===== config.mk =====
export PLATFORM = sky130hd
export DESIGN_NAME = fhn_spike_detector
export DESIGN_NICKNAME = d
export VERILOG_FILES = /design/src/rtl/fhn_pkg.sv /design/src/rtl/fhn_event_fifo.sv /design/src/rtl/fhn_spike_detector.sv
export SDC_FILE = /design/constraint.sdc
export NUM_CORES = 1
export LEC_CHECK = 0
export CORE_ASPECT_RATIO = 0.5
export CORE_MARGIN = 5
export CORE_UTILIZATION = 62
export CTS_CLUSTER_SIZE = 12
export DETAILED_ROUTE_END_ITERATION = 12
export GPL_TIMING_DRIVEN = 0
export PLACE_DENSITY = 0.94
export SYNTH_ARGS = -nofsm -noshare
export SYNTH_HDL_FRONTEND = slang
export SYNTH_HIERARCHICAL = 1
export SYNTH_SLANG_ARGS = --single-unit

===== constraint.sdc =====
create_clock -name clk -period 14.1 [get_ports clk]
set_clock_uncertainty 0.15 [all_clocks]
set_input_delay 4.23 -clock clk [delete_from_list [all_inputs] [get_ports clk]]
set_output_delay 4.23 -clock clk [all_outputs]
set_load 0.005 [all_outputs]

===== src/rtl/fhn_pkg.sv =====
// Shared types and constants for the FHN spike detector: Q4.12 scaling,
// default thresholds, detector state encoding and the event record layout.
package fhn_pkg;

  localparam int unsigned FRAC_BITS = 12;
  localparam int unsigned ONE       = 1 << FRAC_BITS;

  localparam int unsigned DEF_DW = 16;
  localparam int unsigned DEF_CW = 16;

  // Default hysteresis band: rise at +1.0, fall at 0.0
  localparam logic signed [DEF_DW-1:0] DEF_TH_HI = DEF_DW'(ONE);
  localparam logic signed [DEF_DW-1:0] DEF_TH_LO = '0;

  typedef enum logic [1:0] {
    ST_BELOW   = 2'd0,
    ST_ABOVE   = 2'd1,
    ST_REFRACT = 2'd2
  } fhn_state_e;

  typedef struct packed {
    logic                     first;
    logic [DEF_CW-1:0]        isi;
    logic signed [DEF_DW-1:0] peak;
  } fhn_event_t;

endpackage


===== src/rtl/fhn_event_fifo.sv =====
// Small synchronous FIFO for spike events; extra pointer bit separates full from empty.
module fhn_event_fifo
  import fhn_pkg::*;
#(
  parameter int unsigned DEPTH = 4,
  parameter int unsigned WIDTH = 1 + DEF_CW + DEF_DW
) (
  input  logic             clk,
  input  logic             rst,
  input  logic             push,
  input  logic [WIDTH-1:0] din,
  output logic             full,
  input  logic             pop,
  output logic [WIDTH-1:0] dout,
  output logic             empty
);

  localparam int unsigned AW = (DEPTH > 1) ? $clog2(DEPTH) : 1;
  localparam int unsigned PW = AW + 1;

  logic [PW-1:0]    wr_q, wr_d;
  logic [PW-1:0]    rd_q, rd_d;
  logic [WIDTH-1:0] mem_q [DEPTH];
  logic             do_pop;
  logic             do_push;

  assign empty = (wr_q == rd_q);
  assign full  = (wr_q[AW] != rd_q[AW]) && (wr_q[AW-1:0] == rd_q[AW-1:0]);
  assign dout  = empty ? '0 : mem_q[rd_q[AW-1:0]];

  // A pop frees the head slot in the same cycle, so a push into a full FIFO is legal then
  always_comb begin
    do_pop  = pop & ~empty;
    do_push = push & (~full | do_pop);
    wr_d    = wr_q + PW'(do_push);
    rd_d    = rd_q + PW'(do_pop);
  end

  always_ff @(posedge clk or posedge rst) begin
    if (rst) begin
      wr_q <= '0;
      rd_q <= '0;
    end else begin
      wr_q <= wr_d;
      rd_q <= rd_d;
    end
  end

  always_ff @(posedge clk) begin
    if (do_push) begin
      mem_q[wr_q[AW-1:0]] <= din;
    end
  end

endmodule


===== src/rtl/fhn_spike_detector.sv =====
// Turns the Q4.12 membrane trace into spike events with hysteresis and refractory
// hold-off, measuring ISI and peak per spike and queueing one event per spike.
module fhn_spike_detector
  import fhn_pkg::*;
#(
  parameter int unsigned DW      = DEF_DW,
  parameter int unsigned CW      = DEF_CW,
  parameter int unsigned REFRACT = 8,
  parameter int unsigned DEPTH   = 4
) (
  input  logic                 clk,
  input  logic                 rst,
  input  logic signed [DW-1:0] v_in,
  input  logic                 v_valid,
  input  logic signed [DW-1:0] th_hi,
  input  logic signed [DW-1:0] th_lo,
  output logic                 spike,
  output logic [CW-1:0]        spike_count,
  output logic                 ev_valid,
  input  logic                 ev_ready,
  output logic [CW-1:0]        ev_isi,
  output logic signed [DW-1:0] ev_peak,
  output logic                 ev_first,
  output logic                 overflow
);

  localparam int unsigned EW = 1 + CW + DW;
  localparam int unsigned RW = (REFRACT > 1) ? $clog2(REFRACT + 1) : 1;

  fhn_state_e           state_q, state_d;
  logic                 spike_q, spike_d;
  logic [CW-1:0]        spike_count_q, spike_count_d;
  logic [CW-1:0]        cnt_q, cnt_d;
  logic [CW-1:0]        isi_q, isi_d;
  logic signed [DW-1:0] peak_q, peak_d;
  logic                 first_q, first_d;
  logic [RW-1:0]        ref_q, ref_d;
  logic                 push_q, push_d;
  logic [EW-1:0]        ev_q, ev_d;
  logic                 overflow_q, overflow_d;

  logic [CW-1:0]        cnt_inc;
  logic [CW-1:0]        spike_count_inc;
  logic signed [DW-1:0] peak_max;

  logic                 fifo_full;
  logic                 fifo_empty;
  logic                 fifo_pop;
  logic [EW-1:0]        fifo_dout;

  // Detector: only v_valid samples advance the state, counters or peak tracker
  always_comb begin
    state_d       = state_q;
    spike_d       = 1'b0;
    spike_count_d = spike_count_q;
    cnt_d         = cnt_q;
    isi_d         = isi_q;
    peak_d        = peak_q;
    first_d       = first_q;
    ref_d         = ref_q;
    push_d        = 1'b0;
    ev_d          = ev_q;

    cnt_inc         = (cnt_q == '1) ? cnt_q : cnt_q + CW'(1);
    spike_count_inc = (spike_count_q == '1) ? spike_count_q : spike_count_q + CW'(1);
    peak_max        = (v_in > peak_q) ? v_in : peak_q;

    if (v_valid) begin
      unique case (state_q)
        ST_BELOW: begin
          if (v_in >= th_hi) begin
            state_d       = ST_ABOVE;
            spike_d       = 1'b1;
            spike_count_d = spike_count_inc;
            isi_d         = cnt_inc;
            cnt_d         = '0;
            peak_d        = v_in;
          end else begin
            cnt_d = cnt_inc;
          end
        end

        ST_ABOVE: begin
          cnt_d  = cnt_inc;
          peak_d = peak_max;
          // The falling sample still takes part in the peak comparison
          if (v_in < th_lo) begin
            push_d  = 1'b1;
            ev_d    = {first_q, isi_q, peak_max};
            first_d = 1'b0;
            if (REFRACT > 0) begin
              state_d = ST_REFRACT;
              ref_d   = RW'(REFRACT);
            end else begin
              state_d = ST_BELOW;
            end
          end
        end

        ST_REFRACT: begin
          cnt_d = cnt_inc;
          if (ref_q <= RW'(1)) begin
            state_d = ST_BELOW;
          end else begin
            ref_d = ref_q - RW'(1);
          end
        end

        default: begin
          state_d = ST_BELOW;
        end
      endcase
    end
  end

  // Sticky overflow: a registered push lost because the FIFO was full with no pop
  always_comb begin
    overflow_d = overflow_q | (push_q & fifo_full & ~fifo_pop);
  end

  always_ff @(posedge clk or posedge rst) begin
    if (rst) begin
      state_q       <= ST_BELOW;
      spike_q       <= 1'b0;
      spike_count_q <= '0;
      cnt_q         <= '0;
      isi_q         <= '0;
      peak_q        <= '0;
      first_q       <= 1'b1;
      ref_q         <= '0;
      push_q        <= 1'b0;
      ev_q          <= '0;
      overflow_q    <= 1'b0;
    end else begin
      state_q       <= state_d;
      spike_q       <= spike_d;
      spike_count_q <= spike_count_d;
      cnt_q         <= cnt_d;
      isi_q         <= isi_d;
      peak_q        <= peak_d;
      first_q       <= first_d;
      ref_q         <= ref_d;
      push_q        <= push_d;
      ev_q          <= ev_d;
      overflow_q    <= overflow_d;
    end
  end

  assign fifo_pop = ~fifo_empty & ev_ready;

  fhn_event_fifo #(
    .DEPTH (DEPTH),
    .WIDTH (EW)
  ) u_fifo (
    .clk   (clk),
    .rst   (rst),
    .push  (push_q),
    .din   (ev_q),
    .full  (fifo_full),
    .pop   (fifo_pop),
    .dout  (fifo_dout),
    .empty (fifo_empty)
  );

  assign spike                       = spike_q;
  assign spike_count                 = spike_count_q;
  assign overflow                    = overflow_q;
  assign ev_valid                    = ~fifo_empty;
  assign {ev_first, ev_isi, ev_peak} = fifo_dout;

endmodule


==> flow_summary.yaml, run 1 <==
floorplan:
  die_height_um: 106
  rows: 35
  io_pins: 104
  die_w_um: 201
  start_util_pct: 62.5
  core_um2: 18200
  fp.dieArea_um2: 21300
yosys:
  synth_edf_count: 132
  syn_area_per_cell_um2: 13.5
  ys_seq_area_share_pct: 59.8
  synth_cells: 840
  synth_nets: 951
  synth_seq_cells: 245
  synth_cell_types: 55
  yosys_warnings: 6
  synthFlopType: "edfxtp_1"
  synth.cell_area_um2: 11400
  async_flop_share_pct: 46.1
layout:
  fill_cells: 1017
  regArea_um2: 6790
  multiInputGateArea_um2: 4190
  areaGrowthSynthToFinish_pct: 19.8
  fin_cells: 1240
  final_common_cell: "edfxtp_1"
  fin_nets: 1093
  drive_above_1_share_pct: 13.3
  diodes: 0
  final_cell_mix: "edfxtp_1 (132), dfrtp_1 (112), clkdlybuf4s50_1 (103)"
global_routing:
  grt.met2_usage_pct: 45.7
  antenna_found_initial: 0
  use_met3_pct: 5.20
  busiest_layer: "met2"
  grt_max_degree: 62
  use_met1_pct: 36.7
  grt_usage_pct: 27.4
  grt_pass1_wl_um: 45800
  grt_pass1_vias: 8258
  grt_overflow: 0
timing:
  hold_violations: 0
  worst_pin_slew_ps: 1000
  post-route-period-util_pct: 55.8
  fin_hold_ws_ps: 337
  setup_viol: 0
  slew_headroom_pct: 32.8
  report.final.slew_viol_count: 0
  rsz0062_at_grt: "false"
  fmax_mhz: 127
  fin_setup_tns_ps: 0
  period_needed_ps: 7870
  worst_slack_ps: 6230
drt:
  routed_via_density: 6.33
  drc: 0
  wl_per_cell_um: 23.2
  wl_um: 28800
  antenna_left: 0
  vias: 7852
  drt_iter0_drc: 950
  dr.pass1.iters: 6
clocking:
  cts_root_buffer: "clkbuf_16"
  cts_tree: "done"
  h-tree-depth: 1
  clock_sinks: 245
  numCtsBuffers: 24
  clk_pin_slew_worst_paths_ps: 60
  cts_buffer_depth: 3
  cts_resized: 0
  hold_buffers: 0
  postCtsSetupRepairBufs: 0
  clock_latency_ps: 530
setup_path:
  cp_top_family: "compound AO/OA/AOI/OAI gates"
  endpoint_kind: "flop"
  start_kind: "input pin"
  crit_type: "input pin to flop"
  slowest_delay_ps: 640
  crit_chain: "clkdlybuf4s50_1 -> ha_1 -> nand4_1 -> nor4_1 -> and4_1 -> a2111oi_0 -> a22o_1 -> clkbuf_1 -> or2_2 -> nand2_1 -> o31ai_1"
  worst-path-buf-inv: 2
  arrival_ps: 8070
  worstPathRequired_ps: 14300
  cp_num_cells: 11
  crit_slowest_cell: "clkdlybuf4s50_1"
  ff2ff_path_depth: 9
  crit_fanout: 10
placed_design:
  numPortBuffers: 103
  dp_slack_ps: 6040
  gp_congestion: 0.897
  dpl.hpwl_um: 19000
  numPlacedInstances: 1196
power_and_ir_drop:
  power.static_leakage_nw: 5.43
  max-vdd-ir-drop_mv: 0.118
  power_density_nw_per_um2: 197
  finalPower_mw: 2.68
min_path:
  min_path_type: "flop to flop"
  hold_depth: 1
status:
  status: "completed"
job:
  drv_cap: 0
## per-stage QoR
| step | cell area (µm²) | util (%) |
|---|---|---|
| floorplan | 11400 | - |
| global placement | 12700 | 69.8 |
| detailed placement | 12900 | 70.9 |
| CTS | 13600 | 74.8 |
| global route | 13600 | 74.8 |
| finish | 13600 | 74.8 |
## path summary, 6_finish.rpt
path / end / from / slack, ps
setup / recovery: cnt_q[11]$_DFFE_PP0P_ / v_in[14] / 6230
min in group asynchronous: u_fifo/wr_q[0]$_DFF_PP0_ / rst / 3890
hold reg to reg: u_fifo/wr_q[2]$_DFF_PP0_ / u_fifo/wr_q[2]$_DFF_PP0_ / 340
max in group asynchronous: spike_count[15]$_DFFE_PP0P_ / rst / 9010
hold / removal: u_fifo/wr_q[2]$_DFF_PP0_ / u_fifo/wr_q[2]$_DFF_PP0_ / 340
setup reg to reg: u_fifo/mem_q[2][7]$_DFFE_PP_ / u_fifo/rd_q[0]$_DFF_PP0_ / 10580
## worst reg2reg max path: stages (launching register included)
cell	delay, ps
dfrtp_1	410
buf_4	210
xor2_2	220
nor3b_4	390
buf_4	260
nor2b_1	110
o41ai_2	780
nor3b_2	330
buf_6	250
buf_6	150
## routing by layer
| metal | wire (µm) | part of all wire, % |
|---|---|---|
| met1 | 11300 | 39 |
| met2 | 13900 | 48 |
| met3 | 2360 | 8.2 |
| met4 | 1200 | 4.2 |
| met5 | 0 | 0 |
## where the power goes
group / switching [mW] / internal (mW)
clock network: 0.262 / 0.339
logic: 0.503 / 0.496
registers: 0.138 / 0.945
total: 0.903 / 1.78
## Yosys cell counts, types with 4 or more instances
library cell,number,area [µm²]
buf_6,4,45.0
mux2_2,29,327
mux4_2,33,743
nand3_1,18,90.1
mux2_1,10,113
xor2_1,12,105
xnor2_1,18,158
clkbuf_1,13,48.8
o31ai_1,7,52.6
and2_1,6,37.5
edfxtp_1,132,3960
nand4_1,13,81.3
buf_4,4,30.0
nor2b_1,40,250
nor3_1,10,50.1
nor2_1,66,248
nand2b_1,5,31.3
and4_1,4,35.0
a21o_1,7,52.6
mux2i_1,4,40.0
a21oi_1,60,300
and3_1,11,68.8
o21a_1,4,30.0
o21ai_0,15,75.1
ha_1,59,738
o211ai_1,8,60.1
buf_2,9,45.0
dfrtp_1,112,2800
a2111oi_0,4,35.0
inv_1,59,221
nand2_1,25,93.8
## layout make-up
class | count | area share (%)
Timing Repair Buffer | 116 | 8.90
Tap cell | 240 | 2.21
Buffer | 30 | 1.24
Multi-Input combinational cell | 506 | 30.8
Clock inverter | 2 | 0.340
Sequential cell | 245 | 49.9
Inverter | 59 | 1.65
Clock buffer | 42 | 4.91
## flip-flops by register name, summed over array words and instances, names as in the netlist, 2 cells and up
signal        count
ev_q             33
u_fifo/rd_q       3
ref_q             4
isi_q            16
spike_count      16
cnt_q            16
state_q           2
peak_q           16
u_fifo/wr_q       3
u_fifo/mem_q    132
## kinds of logic after synthesis
group           after synthesis  synth area share (%)
compound gates              127                  7.08
xor+xnor                     32                  2.60
fa+ha+maj                    59                  6.50
buf+inv                      89                  3.44
flops                       245                  59.8
mux                          77                  10.9
simple gates                211                  9.65
No activity file was read; power rests on OpenSTA's default activity.
==> inputs of run 2 (changes only) <==
CORE_UTILIZATION = 52   (was 62)
PLACE_DENSITY = 0.85   (was 0.94)
clock period = 6.7 ns   (was 14.1 ns; I/O delays follow)
==> run 2 against run 1 <==
  * Combinational power grew 100%
  * Global-route usage decreased by 6.4 points
  * Via count fell by 7.4%
  * Clock power grew 110%
  * Sequential cell count did not move
  * Non-clock buffer count down 2
  * Clock-buffer cell count up 1
  * Hold slack lost 3.7 ps
  * Critical path depth unchanged
  * Wire length shrank 11%
  * Critical path type unchanged
==> flow_summary.yaml, run 2 (synthesized netlist as in run 1, its figures left out) <==
status:
  status: "completed"
placed_design:
  gp_congestion: 0.880
  numPortBuffers: 103
  placed_area_um2: 12900
  dp_slack_ps: 702
  dpl.hpwl_um: 17700
floorplan:
  start_util_pct: 52.6
  fp.dieArea_um2: 25100
  core_um2: 21600
  rows: 38
  die_w_um: 219
  die_height_um: 114
  io_pins: 104
setup_path:
  crit_slowest_cell: "clkdlybuf4s50_1"
  worst-path-buf-inv: 4
  start_kind: "input pin"
  crit_type: "input pin to flop"
  crit_top_cell: "buf_2"
  crit_chain: "clkdlybuf4s50_1 -> ha_1 -> a2111oi_0 -> o21ai_0 -> a221oi_1 -> mux2i_1 -> and3_1 -> clkbuf_1 -> buf_2 -> buf_2 -> a21oi_1"
  crit_fanout: 10
  arrival_ps: 5710
  slowest_delay_ps: 620
  worstPathRequired_ps: 6930
  cp_top_family: "buffers and inverters"
  endpoint_kind: "flop"
clocking:
  h-tree-depth: 1
  hold_buffers: 0
  cts_root_buffer: "clkbuf_16"
  clock_sinks: 245
  cts_tree: "done"
  postCtsSetupRepairBufs: 0
  cts_buffer_depth: 3
  numCtsBuffers: 24
  clk_pin_slew_worst_paths_ps: 60
  cts_resized: 0
  clock_latency_ps: 520
timing:
  post-route-period-util_pct: 81.9
  hold_violations: 0
  rsz0062_at_grt: "false"
  setup_viol: 0
  worst_pin_slew_ps: 1040
  fmax_mhz: 182
  worst_slack_ps: 1220
  report.final.slew_viol_count: 0
  period_needed_ps: 5480
  fin_hold_ws_ps: 334
  slew_headroom_pct: 30.1
  fin_setup_tns_ps: 0
drt:
  dr.pass1.iters: 5
  vias: 7271
  drc: 0
  wl_per_cell_um: 19.7
  drt_iter0_drc: 603
  routed_via_density: 5.60
  antenna_left: 0
  wl_um: 25600
power_and_ir_drop:
  max-vdd-ir-drop_mv: 0.223
  power_density_nw_per_um2: 405
  power.static_leakage_nw: 5.42
global_routing:
  grt_max_degree: 60
  antenna_found_initial: 0
  grt_usage_pct: 21.0
  grt_pass1_vias: 7549
  grt_pass1_wl_um: 41600
  grt_overflow: 0
layout:
  drive_above_1_share_pct: 13.2
  diodes: 0
  fin_nets: 1091
  fin_util_pct: 63.2
  largest_reg_flops: 132
  areaGrowthSynthToFinish_pct: 20.2
  finalInstanceArea_um2: 13600
  final_cell_mix: "edfxtp_1 (132), dfrtp_1 (112), clkdlybuf4s50_1 (103)"
  final_common_cell: "edfxtp_1"
job:
  drv_cap: 0
min_path:
  min_path_type: "flop to flop"
## run 2: cell types whose count changed in the layout (fill, tap and decap cells not counted)
cell,delta
buf_12,+1
bufinv_16,-1
buf_16,-1
buf_6,-4
clkbuf_8,+2
clkbuf_1,-1
buf_8,+2
## run 2: layer usage
layer / part of all wire [%] / track usage, % / vias up
li1: - / - / 3367
met1: 44 / 29.6 / 3593
met2: 48 / 35.1 / 255
met3: 5.3 / 2.96 / 56
met4: 2.5 / 5.43 / 0
met5: 0 / 0 / -
## run 2: final timing paths
| check | depth (start not counted) | start | slack (ps) | to |
|---|---|---|---|---|
| min in group asynchronous | 2 | rst | 1650 | u_fifo/rd_q[0]$_DFF_PP0_ |
| worst max-delay path | 11 | v_in[1] | 1220 | ev_q[14]$_DFFE_PP0P_ |
| worst min-delay path | 1 | overflow$_DFF_PP0_ | 330 | overflow$_DFF_PP0_ |
| worst max register to register | 9 | u_fifo/rd_q[0]$_DFF_PP0_ | 3200 | u_fifo/mem_q[1][7]$_DFFE_PP_ |
| max in group asynchronous | 3 | rst | 3850 | ev_q[0]$_DFFE_PP0P_ |
| worst min register to register | 1 | overflow$_DFF_PP0_ | 330 | overflow$_DFF_PP0_ |
## run 2: layout make-up
cell class	instances	area, µm²
sequential	245	6790
multi-input combinational	506	4190
clock buffer	43	692
timing repair buffer	114	1190
fill	1544	7940
tap	300	375
buffer	30	169
clock inverter	1	16.3
inverter	59	224
## run 2: metrics by stage
step | total power [mW] | std cells
after global placement | 4.16 | 1243
final | 5.53 | 1298
after global routing | 5.87 | 1298
after detailed placement | 4.28 | 1254
after floorplan | 3.41 | 840
after CTS | 5.57 | 1298
## run 2: worst reg2reg max path: stages (launching register included)
cell	delay, ps
dfrtp_1	390
buf_4	190
xor2_2	210
nor3b_4	390
buf_4	280
nor2b_1	110
o41ai_2	800
nor3b_2	340
buf_8	250
buf_6	150
## run 2: where the power goes
part           switching, mW  internal, mW  leakage (nW)
combinational           1.00          1.04          2.48
sequential             0.265          1.99          2.60
clock                  0.540         0.696         0.337
total                   1.81          3.72          5.42
==> inputs of run 3 (changes only) <==
CORE_UTILIZATION = 58   (was 52)
PLACE_DENSITY = 0.89   (was 0.85)
clock period = 5.65 ns   (was 6.7 ns; I/O delays follow)
==> run 3 against run 2 <==
  * Die area shrank 9.7%
  * First-iteration DRC count rose by 23%
  * Power rose by 19%
  * Wire length up 1.9%
  * Cell count is 2.7% lower
  * Final area fell by 0.39%
  * Clock power rose by 21%
  * Clock-buffer cell count fell by 3
  * Critical path depth stayed put
  * Critical path type unchanged
==> flow_summary.yaml, run 3 (synthesized netlist as in run 1, its figures left out) <==
clocking:
  cts_tree: "done"
  postCtsSetupRepairBufs: 0
  clock_sinks: 245
  clock_latency_ps: 520
  clk_pin_slew_worst_paths_ps: 60
  cts_buffer_depth: 3
  h-tree-depth: 1
  hold_buffers: 0
  cts_root_buffer: "clkbuf_16"
  cts_resized: 0
  numCtsBuffers: 24
floorplan:
  fp.dieArea_um2: 22600
  die_height_um: 109
  start_util_pct: 58.7
  die_w_um: 208
  rows: 36
  core_um2: 19300
  io_pins: 104
global_routing:
  antenna_found_initial: 1
  grt_max_degree: 62
  grt_pass1_wl_um: 42200
  grt_overflow: 0
  grt_pass1_vias: 7732
  grt_usage_pct: 23.6
power_and_ir_drop:
  max-vdd-ir-drop_mv: 0.277
  finalPower_mw: 6.61
  sw_frac_of_total_pct: 32.9
  p_clk_share_pct: 22.7
  power.static_leakage_nw: 5.41
  p_comb_share_pct: 36.7
  power_density_nw_per_um2: 486
  p_int_mw: 4.43
  switchingPower_mw: 2.18
  p_seq_share_pct: 40.6
drt:
  antenna_left: 0
  wl_per_cell_um: 20.7
  wl_um: 26100
  vias: 7436
  routed_via_density: 5.89
  drt_iter0_drc: 743
  dr.pass1.iters: 5
  drc: 0
status:
  status: "completed"
setup_path:
  worst-path-buf-inv: 4
  start_kind: "input pin"
  slowest_delay_ps: 600
  reg2reg_from: "u_fifo/rd_q[0]$_DFF_PP0_"
  crit_fanout: 10
  crit_slowest_cell: "clkdlybuf4s50_1"
  worstPathRequired_ps: 5870
  crit_chain: "clkdlybuf4s50_1 -> ha_1 -> a2111oi_0 -> o21ai_0 -> a221oi_1 -> mux2i_1 -> and3_1 -> clkbuf_1 -> buf_2 -> buf_2 -> a21oi_1"
  rrSetupSlack_ps: 2220
  rr_endpoint: "u_fifo/mem_q[2][5]$_DFFE_PP_"
  setup.worst_path.end: "ev_q[6]$_DFFE_PP0P_"
  critPathLaunch: "v_in[1]"
  ff2ff_path_depth: 9
  cp_num_cells: 11
  cp_top_family: "buffers and inverters"
  crit_type: "input pin to flop"
  endpoint_kind: "flop"
  crit_top_cell: "buf_2"
  arrival_ps: 5400
timing:
  hold_violations: 0
  period_needed_ps: 5180
  worst_slack_ps: 469
  worst_pin_slew_ps: 758
  report.final.slew_viol_count: 0
  fin_hold_ws_ps: 333
  rsz0062_at_grt: "false"
  fin_setup_tns_ps: 0
  slew_headroom_pct: 48.9
  fmax_mhz: 193
  setup_viol: 0
  post-route-period-util_pct: 91.7
layout:
  finalInstanceArea_um2: 13600
  drive_above_1_share_pct: 13.2
  diodes: 0
  final_common_cell: "edfxtp_1"
  fill_cells: 1167
  fin_nets: 1091
  largest_reg_flops: 132
  final_cell_mix: "edfxtp_1 (132), dfrtp_1 (112), clkdlybuf4s50_1 (103)"
  areaGrowthSynthToFinish_pct: 19.8
min_path:
  min_path_type: "flop to flop"
placed_design:
  dp_slack_ps: 6.69
  gp_congestion: 0.883
  numPortBuffers: 103
  placed_area_um2: 12900
  dpl.hpwl_um: 17100
job:
  drv_cap: 0
run 3: changes by cell type in the layout (fill, tap and decap cells not counted), sizes merged:
cell,before,now
clkbuf,56,53
bufinv,0,1
clkinv,1,2
run 3: metal layers:
metal  routed length [µm]  up-vias  GRT usage [%]  part of all wire [%]
li1                     -     3373              -                     -
met1                10800     3700           31.5                    41
met2                13000      293           41.5                    50
met3                 1540       68           3.54                   5.9
met4                  795        2           6.56                   3.0
met5                   13        -              0                 0.050
run 3: layout make-up:
type / instances / area, µm² / area share [%]
tap: 266 / 333 / 2.45
timing repair buffer: 114 / 1170 / 8.62
sequential: 245 / 6790 / 50.0
inverter: 59 / 224 / 1.65
buffer: 30 / 169 / 1.24
clock inverter: 3 / 51.3 / 0.377
clock buffer: 40 / 661 / 4.86
multi-input combinational: 506 / 4190 / 30.8
run 3: worst min-delay path by stage:
stage | slack, ps | endpoint | depth (start not counted) | startpoint
3_5_place_dp | 320 | overflow$_DFF_PP0_ | 1 | overflow$_DFF_PP0_
3_3_place_gp | 320 | peak_q[1]$_DFFE_PP0P_ | 1 | peak_q[1]$_DFFE_PP0P_
6_report | 330 | overflow$_DFF_PP0_ | 1 | overflow$_DFF_PP0_
5_1_grt | 360 | peak_q[9]$_DFFE_PP0P_ | 1 | peak_q[9]$_DFFE_PP0P_
2_1_floorplan | 310 | peak_q[1]$_DFFE_PP0P_ | 1 | peak_q[1]$_DFFE_PP0P_
4_1_cts | 340 | overflow$_DFF_PP0_ | 1 | overflow$_DFF_PP0_
run 3: power by group through the flow:
stage / Sequential (mW) / Combinational [mW] / Clock [mW]
2_1_floorplan: 2.58 / 1.46 / 0
3_3_place_gp: 2.65 / 2.26 / 0
3_5_place_dp: 2.69 / 2.38 / 0
4_1_cts: 2.68 / 2.44 / 1.52
5_1_grt: 2.72 / 2.66 / 1.60
6_report: 2.68 / 2.43 / 1.50
run 3: stage by stage:
stage,std cells,utilization (%)
final,1263,70.3
after global routing,1263,70.3
after CTS,1263,70.3
after detailed placement,1220,66.7
after global placement,1209,65.8
after floorplan,840,-
